<file path="src/rtl/semafor_ctrl.sv">
// Traffic-light sequencer: runs the lamp cycle and applies UART commands only at safe points.
// Optional pedestrian request/walk support is enabled by defining SEMAFOR_PED_EN.
module semafor_ctrl #(
    parameter int T_RED         = 32,
    parameter int T_RED_YEL     = 8,
    parameter int T_GREEN       = 32,
    parameter int T_GREEN_BLINK = 16,
    parameter int T_YELLOW      = 8,
    parameter int BLINK_HALF    = 4,
    parameter int CNT_W         = 8
) (
    input  logic       rxclk,
    input  logic       reset,
    input  logic [1:0] cmd_data,
    input  logic       cmd_valid,
`ifdef SEMAFOR_PED_EN
    input  logic       ped_req,
    output logic       ped_walk,
`endif
    output logic       lamp_red,
    output logic       lamp_yel,
    output logic       lamp_grn,
    output logic [1:0] mode,
    output logic       busy
);

    typedef enum logic [2:0] {
        S_RED,
        S_RED_YEL,
        S_GREEN,
        S_GREEN_BLINK,
        S_YELLOW,
        S_OFF,
        S_FLASH
    } state_t;

    localparam logic [1:0] MODE_OFF   = 2'b00;
    localparam logic [1:0] MODE_RUN   = 2'b01;
    localparam logic [1:0] MODE_STOP  = 2'b10;
    localparam logic [1:0] MODE_FLASH = 2'b11;

    localparam logic [CNT_W-1:0] LD_RED   = CNT_W'(T_RED - 1);
    localparam logic [CNT_W-1:0] LD_RY    = CNT_W'(T_RED_YEL - 1);
    localparam logic [CNT_W-1:0] LD_GREEN = CNT_W'(T_GREEN - 1);
    localparam logic [CNT_W-1:0] LD_GB    = CNT_W'(T_GREEN_BLINK - 1);
    localparam logic [CNT_W-1:0] LD_YEL   = CNT_W'(T_YELLOW - 1);
    localparam logic [CNT_W-1:0] LD_BLINK = CNT_W'(BLINK_HALF - 1);

    state_t           state_q, state_d;
    logic [CNT_W-1:0] timer_q, timer_d;
    logic [CNT_W-1:0] blink_cnt_q, blink_cnt_d;
    logic             blink_on_q, blink_on_d;
    logic [1:0]       mode_q, mode_d;
    logic [1:0]       pend_q, pend_d;
    logic             busy_q, busy_d;
    logic [2:0]       lamp_q, lamp_d;

    logic             enter;
    logic             expired;
    logic             apply_req;
    logic [CNT_W-1:0] timer_dec;
    state_t           apply_state;
    logic [CNT_W-1:0] apply_timer;

    always_ff @(posedge rxclk or posedge reset) begin
        if (reset) begin
            state_q     <= S_RED;
            timer_q     <= '0;
            blink_cnt_q <= LD_BLINK;
            blink_on_q  <= 1'b1;
            mode_q      <= MODE_STOP;
            pend_q      <= MODE_OFF;
            busy_q      <= 1'b0;
            lamp_q      <= 3'b100;
        end else begin
            state_q     <= state_d;
            timer_q     <= timer_d;
            blink_cnt_q <= blink_cnt_d;
            blink_on_q  <= blink_on_d;
            mode_q      <= mode_d;
            pend_q      <= pend_d;
            busy_q      <= busy_d;
            lamp_q      <= lamp_d;
        end
    end

    always_comb begin
        state_d     = state_q;
        timer_d     = timer_q;
        mode_d      = mode_q;
        pend_d      = pend_q;
        busy_d      = busy_q;
        enter       = 1'b0;
        expired     = (timer_q == '0);
        timer_dec   = expired ? timer_q : timer_q - 1'b1;
        apply_req   = busy_q && (pend_q != mode_q);
        apply_state = S_RED;
        apply_timer = '0;

        // Where a pending command lands once the lamps are at a safe point.
        case (pend_q)
            MODE_OFF:   apply_state = S_OFF;
            MODE_FLASH: apply_state = S_FLASH;
            MODE_RUN:   apply_timer = LD_RED;
            default:    apply_timer = '0;
        endcase

        if (busy_q && !apply_req) begin
            busy_d = 1'b0;
        end

        case (state_q)
            S_RED: begin
                if (apply_req) begin
                    state_d = apply_state;
                    timer_d = apply_timer;
                    mode_d  = pend_q;
                    busy_d  = 1'b0;
                    enter   = 1'b1;
                end else if (mode_q == MODE_RUN) begin
                    if (expired) begin
                        state_d = S_RED_YEL;
                        timer_d = LD_RY;
                        enter   = 1'b1;
                    end else begin
                        timer_d = timer_dec;
                    end
                end
            end
            S_RED_YEL: begin
                if (apply_req) begin
                    state_d = S_RED;
                    timer_d = LD_RED;
                    enter   = 1'b1;
                end else if (expired) begin
                    state_d = S_GREEN;
                    timer_d = LD_GREEN;
                    enter   = 1'b1;
                end else begin
                    timer_d = timer_dec;
                end
            end
            S_GREEN: begin
                if (apply_req) begin
                    state_d = S_YELLOW;
                    timer_d = LD_YEL;
                    enter   = 1'b1;
                end else if (expired) begin
                    state_d = S_GREEN_BLINK;
                    timer_d = LD_GB;
                    enter   = 1'b1;
                end else begin
`ifdef SEMAFOR_PED_EN
                    timer_d = (ped_req && (timer_dec > LD_BLINK)) ? LD_BLINK : timer_dec;
`else
                    timer_d = timer_dec;
`endif
                end
            end
            S_GREEN_BLINK: begin
                if (apply_req || expired) begin
                    state_d = S_YELLOW;
                    timer_d = LD_YEL;
                    enter   = 1'b1;
                end else begin
                    timer_d = timer_dec;
                end
            end
            S_YELLOW: begin
                if (expired) begin
                    state_d = S_RED;
                    timer_d = LD_RED;
                    enter   = 1'b1;
                end else begin
                    timer_d = timer_dec;
                end
            end
            S_OFF, S_FLASH: begin
                if (apply_req) begin
                    state_d = apply_state;
                    timer_d = apply_timer;
                    mode_d  = pend_q;
                    busy_d  = 1'b0;
                    enter   = 1'b1;
                end
            end
            default: begin
                state_d = S_RED;
                timer_d = '0;
                enter   = 1'b1;
            end
        endcase

        // A fresh command always wins over any clear made above on this edge.
        if (cmd_valid) begin
            pend_d = cmd_data;
            busy_d = 1'b1;
        end

        if (enter) begin
            blink_cnt_d = LD_BLINK;
            blink_on_d  = 1'b1;
        end else if (blink_cnt_q == '0) begin
            blink_cnt_d = LD_BLINK;
            blink_on_d  = ~blink_on_q;
        end else begin
            blink_cnt_d = blink_cnt_q - 1'b1;
            blink_on_d  = blink_on_q;
        end

        case (state_d)
            S_RED:         lamp_d = 3'b100;
            S_RED_YEL:     lamp_d = 3'b110;
            S_GREEN:       lamp_d = 3'b001;
            S_GREEN_BLINK: lamp_d = {2'b00, blink_on_d};
            S_YELLOW:      lamp_d = 3'b010;
            S_FLASH:       lamp_d = {1'b0, blink_on_d, 1'b0};
            default:       lamp_d = 3'b000;
        endcase
    end

`ifdef SEMAFOR_PED_EN
    logic ped_walk_q, ped_walk_d;

    always_comb begin
        ped_walk_d = (state_d == S_RED) && (mode_d == MODE_RUN);
    end

    always_ff @(posedge rxclk or posedge reset) begin
        if (reset) begin
            ped_walk_q <= 1'b0;
        end else begin
            ped_walk_q <= ped_walk_d;
        end
    end

    assign ped_walk = ped_walk_q;
`endif

    assign lamp_red = lamp_q[2];
    assign lamp_yel = lamp_q[1];
    assign lamp_grn = lamp_q[0];
    assign mode     = mode_q;
    assign busy     = busy_q;

endmodule

</file>
<file path="config.mk">
export PLATFORM = sky130hd
export DESIGN_NAME = semafor_ctrl
export DESIGN_NICKNAME = d
export VERILOG_FILES = /design/src/rtl/semafor_ctrl.sv
export SDC_FILE = /design/constraint.sdc
export NUM_CORES = 1
export LEC_CHECK = 0
export CAP_MARGIN = 5
export CORE_MARGIN = 5
export CORE_UTILIZATION = 30
export CTS_CLUSTER_DIAMETER = 200
export DETAILED_ROUTE_END_ITERATION = 12
export PLACE_DENSITY = 0.42
export SKIP_LAST_GASP = 1
export SLEW_MARGIN = 10
export SYNTH_ARGS = -nofsm -noshare
export SYNTH_HDL_FRONTEND = slang
export SYNTH_SLANG_ARGS = --single-unit
export TNS_END_PERCENT = 20
</file>
<file path="constraint.sdc">
create_clock -name rxclk -period 5.2 [get_ports rxclk]
set_clock_uncertainty 0.15 [all_clocks]
set_input_delay 0.52 -clock rxclk [delete_from_list [all_inputs] [get_ports rxclk]]
set_output_delay 0.52 -clock rxclk [all_outputs]
set_load 0.02 [all_outputs]
</file>
==> key figures, run 1 <==
Power and ir drop
  – Total power: ~1.6 mW
  – Sw power: 781.2 uW
  – P_int: roughly 860 uW
  – Switching part of the total power: a little under half
  – Leakage Power: about 0.90 nW
  – Comb pwr share: between 50% and 60%
  – Pwr/cell area: 756.7 nW/um^2
  – Sequential Power Share: 30.1%
  – Worst vdd ir: roughly 310 uV
  – Clock power share: about a tenth

Drt
  – First-pass DRT Iterations: 4
  – # DRC: 0
  – Routed vias: roughly 1,500
  – Initial drt markers: 245
  – Post-route ant nets: 0
  – Final wirelength: 4573 microns
  – Via density per instance: a little over 5
  – DR WL/cell: approximately 15 microns

Layout
  – Share of layout cells above drive strength 1: 10.81%
  – Synth-to-layout area growth: 11.82%
  – Final #Nets: around 240
  – Final std cells w/o fill: around 300
  – ANT cells: 0
  – Most frequent cells in the layout: 25 x nand2_1, 25 x nor2_1, 23 x dfrtp_1

Synth
  – Synth area leaders: dfrtp_1 30%, dfstp_2 6.8%, nand2_1 4.8%
  – Count of different cell masters after synthesis: 62
  – Syn_area_per_cell: roughly 9.0 sq um
  – Largest area contributor in the netlist: dfrtp_1
  – Yosys reg bits: 28
  – Sequential fraction of the synthesis area: between 30% and 40%
  – Synth Area in Simple Gates: around 22%
  – Post-synthesis mux area share: under 10%
  – Adder-cell share of the synthesized area: 4.522%
  – Main combinational cell family by area after synthesis: compound AO/OA/AOI/OAI gates
  – Most used DFF post-synth: dfrtp_1
  – Synth Area in XOR/XNOR: 5.814%
  – Post-synth EDFFs: 0
  – Yosys warning count: 0
  – Asr flop ratio synth: 100.0%
  – Complex-gate fraction of the synthesized area: about a quarter
  – Net count after synthesis: about 230
  – Top-area cell type share of the netlist area: 29.72%
  – Syn Inst Count: 216
  – Cell area after synthesis: 1937 sq um

GRT
  – Vias in the first global route: roughly 1,500
  – Initial antenna violation count: 0
  – Gr ovfl total: 0
  – First-pass GRT wire length: 7866 microns
  – Tot GR Track Use: between 10% and 20%
  – Pin count of the biggest net entering global routing: 29

Setup path
  – Largest stage delay on the critical path: roughly 0.43 ns
  – CP Capture Type: flop
  – Startpoint types: flop
  – Worst EP arrival: ~2.6 ns
  – Buf+Inv Stages, Crit Path: 1
  – Worst Path Required: about 5.3 ns
  – Critical-path cell list: inv_1 > ha_1 > nor3b_1 > nand2_2 > mux2_4 > a221oi_4 > nand2b_1 > mux2i_1
  – Crit Path Category: flop to flop
  – Largest fanout on the critical path: 11
  – Delay-heaviest family, CP: simple AND/OR/NAND/NOR gates
  – Critical Path Slowest Stage Cell: dfrtp_1

CTS
  – Clock buffer depth: 2
  – Cts bufs inserted: 3
  – CTS Hold Buffers Added: 0
  – Clk sinks: 28
  – CTS tree: built
  – Clk slew on worst S/H paths: roughly 0.1 ns
  – H-tree Lvls: 1
  – # resized after CTS: 0
  – Root Driver: clkbuf_8
  – Clk Latency, worst-skew pair: ~0.28 ns
  – Postcts setup bufs: 0

Hold path
  – Min-delay worst type: flop to flop

Placed design
  – Post-placement cell count: just under 300
  – Gpl congestion: between 0.7 and 0.8
  – IO Port Bufs: 10
  – Post-DP HPWL: around 3300 microns
  – Pre-CTS setup slack: between 2 and 3 ns

Die
  – Row count: 29
  – Die W: between 90 and 100 microns
  – Core area: roughly 6300 sq um
  – DIE HEIGHT: ~90 microns
  – Starting Density: between 30 and 40%
  – Die ar.: 8163 sq um
  – Top Ports: 11

Timing
  – Setup violators final: 0
  – Shortest period the worst path allows: between 2 and 3 ns
  – Final WS setup: 2.635 ns
  – Tcrit/Tclk final: between 40% and 50%
  – Hold Vio Cnt, Final: 0
  – Least-Margin Pin Slew: between 0.7 and 0.8 ns
  – Setup TNS Final: 0 ns
  – RSZ-0062 raised after global routing: no
  – Fmax: around 0.39 GHz
  – Max Slew Vio Count: 0
  – Slew margin rel.: between 40% and 50%

Status
  – Status: finished clean

Job
  – Maxcap violations: 0
==> metrics by stage <==
stage	utilization, %	instance area (sq um)	hold slack [ns]
2_1_floorplan	-	1937	0.2977
3_3_place_gp	33.17	2095	0.3424
3_5_place_dp	33.17	2095	0.3313
4_1_cts	34.30	2166	0.3461
5_1_grt	34.30	2166	0.3904
6_report	34.30	2166	0.3380
==> synthesized netlist by cell type (all sizes together) (2+ instances only) <==
cell	instances
mux2i	2
nor2	25
inv	11
a2bb2oi	3
buf	3
ha	7
nor2b	4
nand2	26
xnor2	8
o32ai	2
nand3	3
a22o	2
a21oi	13
nor4	2
nand2b	4
dfrtp	23
xor2	4
o2111ai	2
nor3	4
dfstp	5
o2bb2ai	2
nor3b	2
o21ai	17
and2	2
o211ai	4
or2	2
a31oi	4
nor4b	2
clkbuf	6
==> final cells by class <==
type                    count  area (sq um)
clock buffers               3         41.29
clock inverters             1         30.03
fillers                   669          4148
inverters                  11         41.29
multi-input cells         168          1142
flip-flops and latches     28         706.9
well taps                  77         96.34
repair buffers             11         107.6
==> logic make-up (layout without fill, tap and decap cells) <==
logic type	Yosys count	after routing
AOI/OAI and AO/OA	64	64
xor gates and xnor gates	12	12
adders and majority gates	7	7
buffers and inverters	20	26
DFF	28	28
muxes	3	3
and+or+nand+nor	82	82
==> metal layers <==
layer	GRT usage [%]	share of wire, %	routed length [microns]
met1	16.13	52	2391
met5	0	0	0
met3	2.333	2.2	100
met2	18.05	44	1998
met4	3.350	1.8	82
==> power groups by stage <==
stage               Combinational, mW  Clock [mW]  Sequential [mW]
finish                          0.971       0.175            0.493
global route                     1.09       0.191            0.517
CTS                             0.983       0.184            0.495
detailed placement              0.977           0            0.499
global placement                0.989           0            0.503
floorplan                       0.782           0            0.450
==> worst paths after layout <==
kind / from / end / slack (ns) / cells after the start
worst max-delay path: timer_q[0] / lamp_q[1] / 2.63 / 8
worst min-delay path: timer_q[7] / timer_q[7] / 0.34 / 1
worst max register to register: timer_q[0] / lamp_q[1] / 2.63 / 8
worst min register to register: timer_q[7] / timer_q[7] / 0.34 / 1
max in group asynchronous: reset / blink_cnt_q[1] / 4.13 / 3
min in group asynchronous: reset / timer_q[7] / 0.45 / 3
==> flip-flops by register name (all words and copies together), names as in the netlist <==
name,flops
pend_q,2
blink_cnt_q,8
lamp_q,3
busy,1
mode,2
blink_on_q,1
timer_q,8
state_q,3
==> worst register-to-register path, stage by stage (launching register included) <==
cell and delay [ns]:
dfrtp_1 0.43, inv_1 0.09, ha_1 0.26, nor3b_1 0.35
nand2_2 0.26, mux2_4 0.38, a221oi_4 0.31, nand2b_1 0.12
mux2i_1 0.14
No activity file was read; power rests on OpenSTA's default activity.
==> run 2, diff against run 1 <==
--- a/config.mk
+++ b/config.mk
@@ -10,7 +10,7 @@
 export CORE_UTILIZATION = 30
 export CTS_CLUSTER_DIAMETER = 200
 export DETAILED_ROUTE_END_ITERATION = 12
-export PLACE_DENSITY = 0.42
+export PLACE_DENSITY = 0.43
 export SKIP_LAST_GASP = 1
 export SLEW_MARGIN = 10
 export SYNTH_ARGS = -nofsm -noshare
==> constraint.sdc (replaced) <==
create_clock -name rxclk -period 2.36 [get_ports rxclk]
set_clock_uncertainty 0.15 [all_clocks]
set_input_delay 0.236 -clock rxclk [delete_from_list [all_inputs] [get_ports rxclk]]
set_output_delay 0.236 -clock rxclk [all_outputs]
set_load 0.02 [all_outputs]
==> run 2 against run 1 <==
Effect of this change: register-to-register slack lost 2.5 ns; core utilization grew 2.2 points; non-clock buffer count grew 18; sequential share of layout area shrank 2.0 points; routed wire length grew 7.4%; clock power grew 130%; total power grew 140%; die area is the same; via count grew 6.1%; worst hold slack lost 0.18 ns.
==> key figures, run 2 (synthesized netlist as in run 1, its figures left out) <==
Job
  – Maxcap violations: 0 (unchanged)

GRT
  – Initial antenna violation count: 0 (unchanged)
  – Vias in the first global route: 1,663 (was 1,524)
  – First-pass GRT wire length: 8245 microns (was 7866 microns)
  – Pin count of the biggest net entering global routing: 29 (unchanged)
  – Gr ovfl total: 0 (unchanged)
  – Tot GR Track Use: 12.14% (was 11.57%)

CTS
  – Cts bufs inserted: 3 (unchanged)
  – Root Driver: clkbuf_8 (unchanged)
  – Clk slew on worst S/H paths: 0.11 ns (was 0.10 ns)
  – H-tree Lvls: 1 (unchanged)
  – Clk sinks: 28 (unchanged)
  – Clock buffer depth: 2 (unchanged)
  – CTS tree: built (unchanged)
  – Clk Latency, worst-skew pair: 0.28 ns (about the same)
  – CTS Hold Buffers Added: 0 (unchanged)

Timing
  – Setup TNS Final: 0 ns (unchanged)
  – Fmax: 0.4567 GHz (was 0.3898 GHz)
  – Least-Margin Pin Slew: 0.4366 ns (was 0.7693 ns)
  – Tcrit/Tclk final: 92.78% (was 49.33%)
  – RSZ-0062 raised after global routing: no (unchanged)
  – Slew margin rel.: 70.81% (was 48.71%)
  – Setup violators final: 0 (unchanged)
  – Shortest period the worst path allows: 2.190 ns (was 2.565 ns)
  – Max Slew Vio Count: 0 (unchanged)
  – Hold Vio Cnt, Final: 0 (unchanged)

Die
  – Die W: 90.35 microns (unchanged)
  – DIE HEIGHT: 90.35 microns (unchanged)
  – Row count: 29 (unchanged)
  – Die ar.: 8163 sq um (unchanged)
  – Top Ports: 11 (unchanged)
  – Core area: 6314 sq um (unchanged)
  – Starting Density: 30.68% (unchanged)

Layout
  – Fillers: 677 (was 669)
  – Final #Nets: 253 (was 235)
  – Synth-to-layout area growth: 19.06% (was 11.82%)
  – Largest registers: blink_cnt_q: 8 flops, timer_q: 8 flops (unchanged)
  – Share of layout cells above drive strength 1: 17.92% (was 10.81%)
  – Fin util: 36.52% (was 34.30%)
  – Most frequent cells in the layout: 25 x nand2_1, 25 x nor2_1, 23 x dfrtp_1 (unchanged)
  – ANT cells: 0 (unchanged)

Drt
  – Routed vias: 1,603 (was 1,511)
  – First-pass DRT Iterations: 4 (unchanged)
  – Post-route ant nets: 0 (unchanged)
  – Final wirelength: 4911 microns (was 4573 microns)
  – Via density per instance: 5.057 (was 5.054)
  – Initial drt markers: 136 (was 245)
  – # DRC: 0 (unchanged)
  – DR WL/cell: 15.49 microns (was 15.29 microns)

Setup path
  – Crit Path Category: flop to flop (unchanged)
  – CP Capture Type: flop (unchanged)
  – Largest fanout on the critical path: 7 (was 11)
  – Worst EP arrival: 2.22 ns (was 2.62 ns)
  – Worst Path Required: 2.39 ns (was 5.26 ns)
  – Startpoint types: flop (unchanged)

Placed design
  – Post-DP HPWL: 3682 microns (was 3292 microns)
  – Gpl congestion: 0.7732 (was 0.7756)
  – IO Port Bufs: 10 (unchanged)

Power and ir drop
  – Switching part of the total power: 46.39% (was 47.67%)
  – Comb pwr share: 64.3% (was 59.2%)
  – P_int: 2.098 mW (was 857.7 uW)
  – Clock power share: 10.2% (was 10.7%)
  – Pwr/cell area: 1697 nW/um^2 (was 756.7 nW/um^2)
  – Worst vdd ir: 673.7 uV (was 311.4 uV)
  – Leakage Power: 0.9897 nW (was 0.8967 nW)
  – Sequential Power Share: 25.5% (was 30.1%)
  – Sw power: 1.815 mW (was 781.2 uW)

Status
  – Status: finished clean (unchanged)

Hold path
  – Min-delay worst type: primary input to async pin (was flop to flop)
-- run 2: cell count changes in the layout (fill, tap and decap cells not counted), sizes merged --
cell / previous run / this run
buf: 1 / 19
-- run 2: cell type report --
cell class / instances / area (sq um) / share of cell area, %
Sequential cell: 28 / 706.9 / 30.66
Multi-Input combinational cell: 168 / 1147 / 49.76
Timing Repair Buffer: 29 / 242.7 / 10.53
Clock buffer: 3 / 41.29 / 1.791
Clock inverter: 1 / 30.03 / 1.302
Tap cell: 77 / 96.34 / 4.178
Inverter: 11 / 41.29 / 1.791
-- run 2: per-stage QoR --
step	instance area [sq um]	cells	hold slack [ns]	power (mW)	worst slack, ns
finish	2306	317	0.1593	3.912	0.1704
global route	2306	317	0.2401	4.273	0.004838
CTS	2301	317	0.1783	3.941	0.1002
detailed placement	2230	313	0.3465	3.525	0.1353
global placement	2230	313	0.3487	3.539	0.2076
floorplan	1937	216	0.1477	2.714	0.2614
-- run 2: path summary, 6_finish.rpt --
path / from / end / slack, ns / cells after the start
worst max-delay path: mode[1] / timer_q[2] / 0.17 / 7
worst min-delay path: reset / timer_q[2] / 0.16 / 3
worst max register to register: mode[1] / timer_q[2] / 0.17 / 7
worst min register to register: timer_q[7] / timer_q[7] / 0.38 / 1
max in group asynchronous: reset / lamp_q[2] / 1.58 / 3
min in group rxclk: cmd_data[0] / pend_q[0] / 0.35 / 3
-- run 2: power groups by stage --
| stage | Clock, mW | Combinational (mW) | Sequential (mW) |
|---|---|---|---|
| floorplan | 0 | 1.72 | 0.992 |
| global placement | 0 | 2.53 | 1.01 |
| detailed placement | 0 | 2.52 | 1.01 |
| CTS | 0.412 | 2.53 | 0.997 |
| global route | 0.436 | 2.80 | 1.03 |
| finish | 0.398 | 2.52 | 0.998 |
-- run 2: what timing repair did --
| action | in CTS | in global routing |
|---|---|---|
| resized for setup | 0 | 1 |
| buffers inserted | 0 | 0 |
| setup endpoints to repair | 0 | 5 |
-- run 2: metal layers --
layer | track usage (%) | wire (microns)
met2 | 18.48 | 2194
met5 | 0 | 0
met3 | 1.833 | 180
met4 | 3.722 | 57
met1 | 17.59 | 2478
-- run 2: worst max-delay path, stage by stage (launching register included) --
cell,delay [ns]
dfstp_2,0.60
xor2_2,0.13
o21ai_2,0.31
buf_4,0.21
a21oi_1,0.11
a2bb2oi_1,0.17
o32ai_1,0.31
nand2_1,0.08
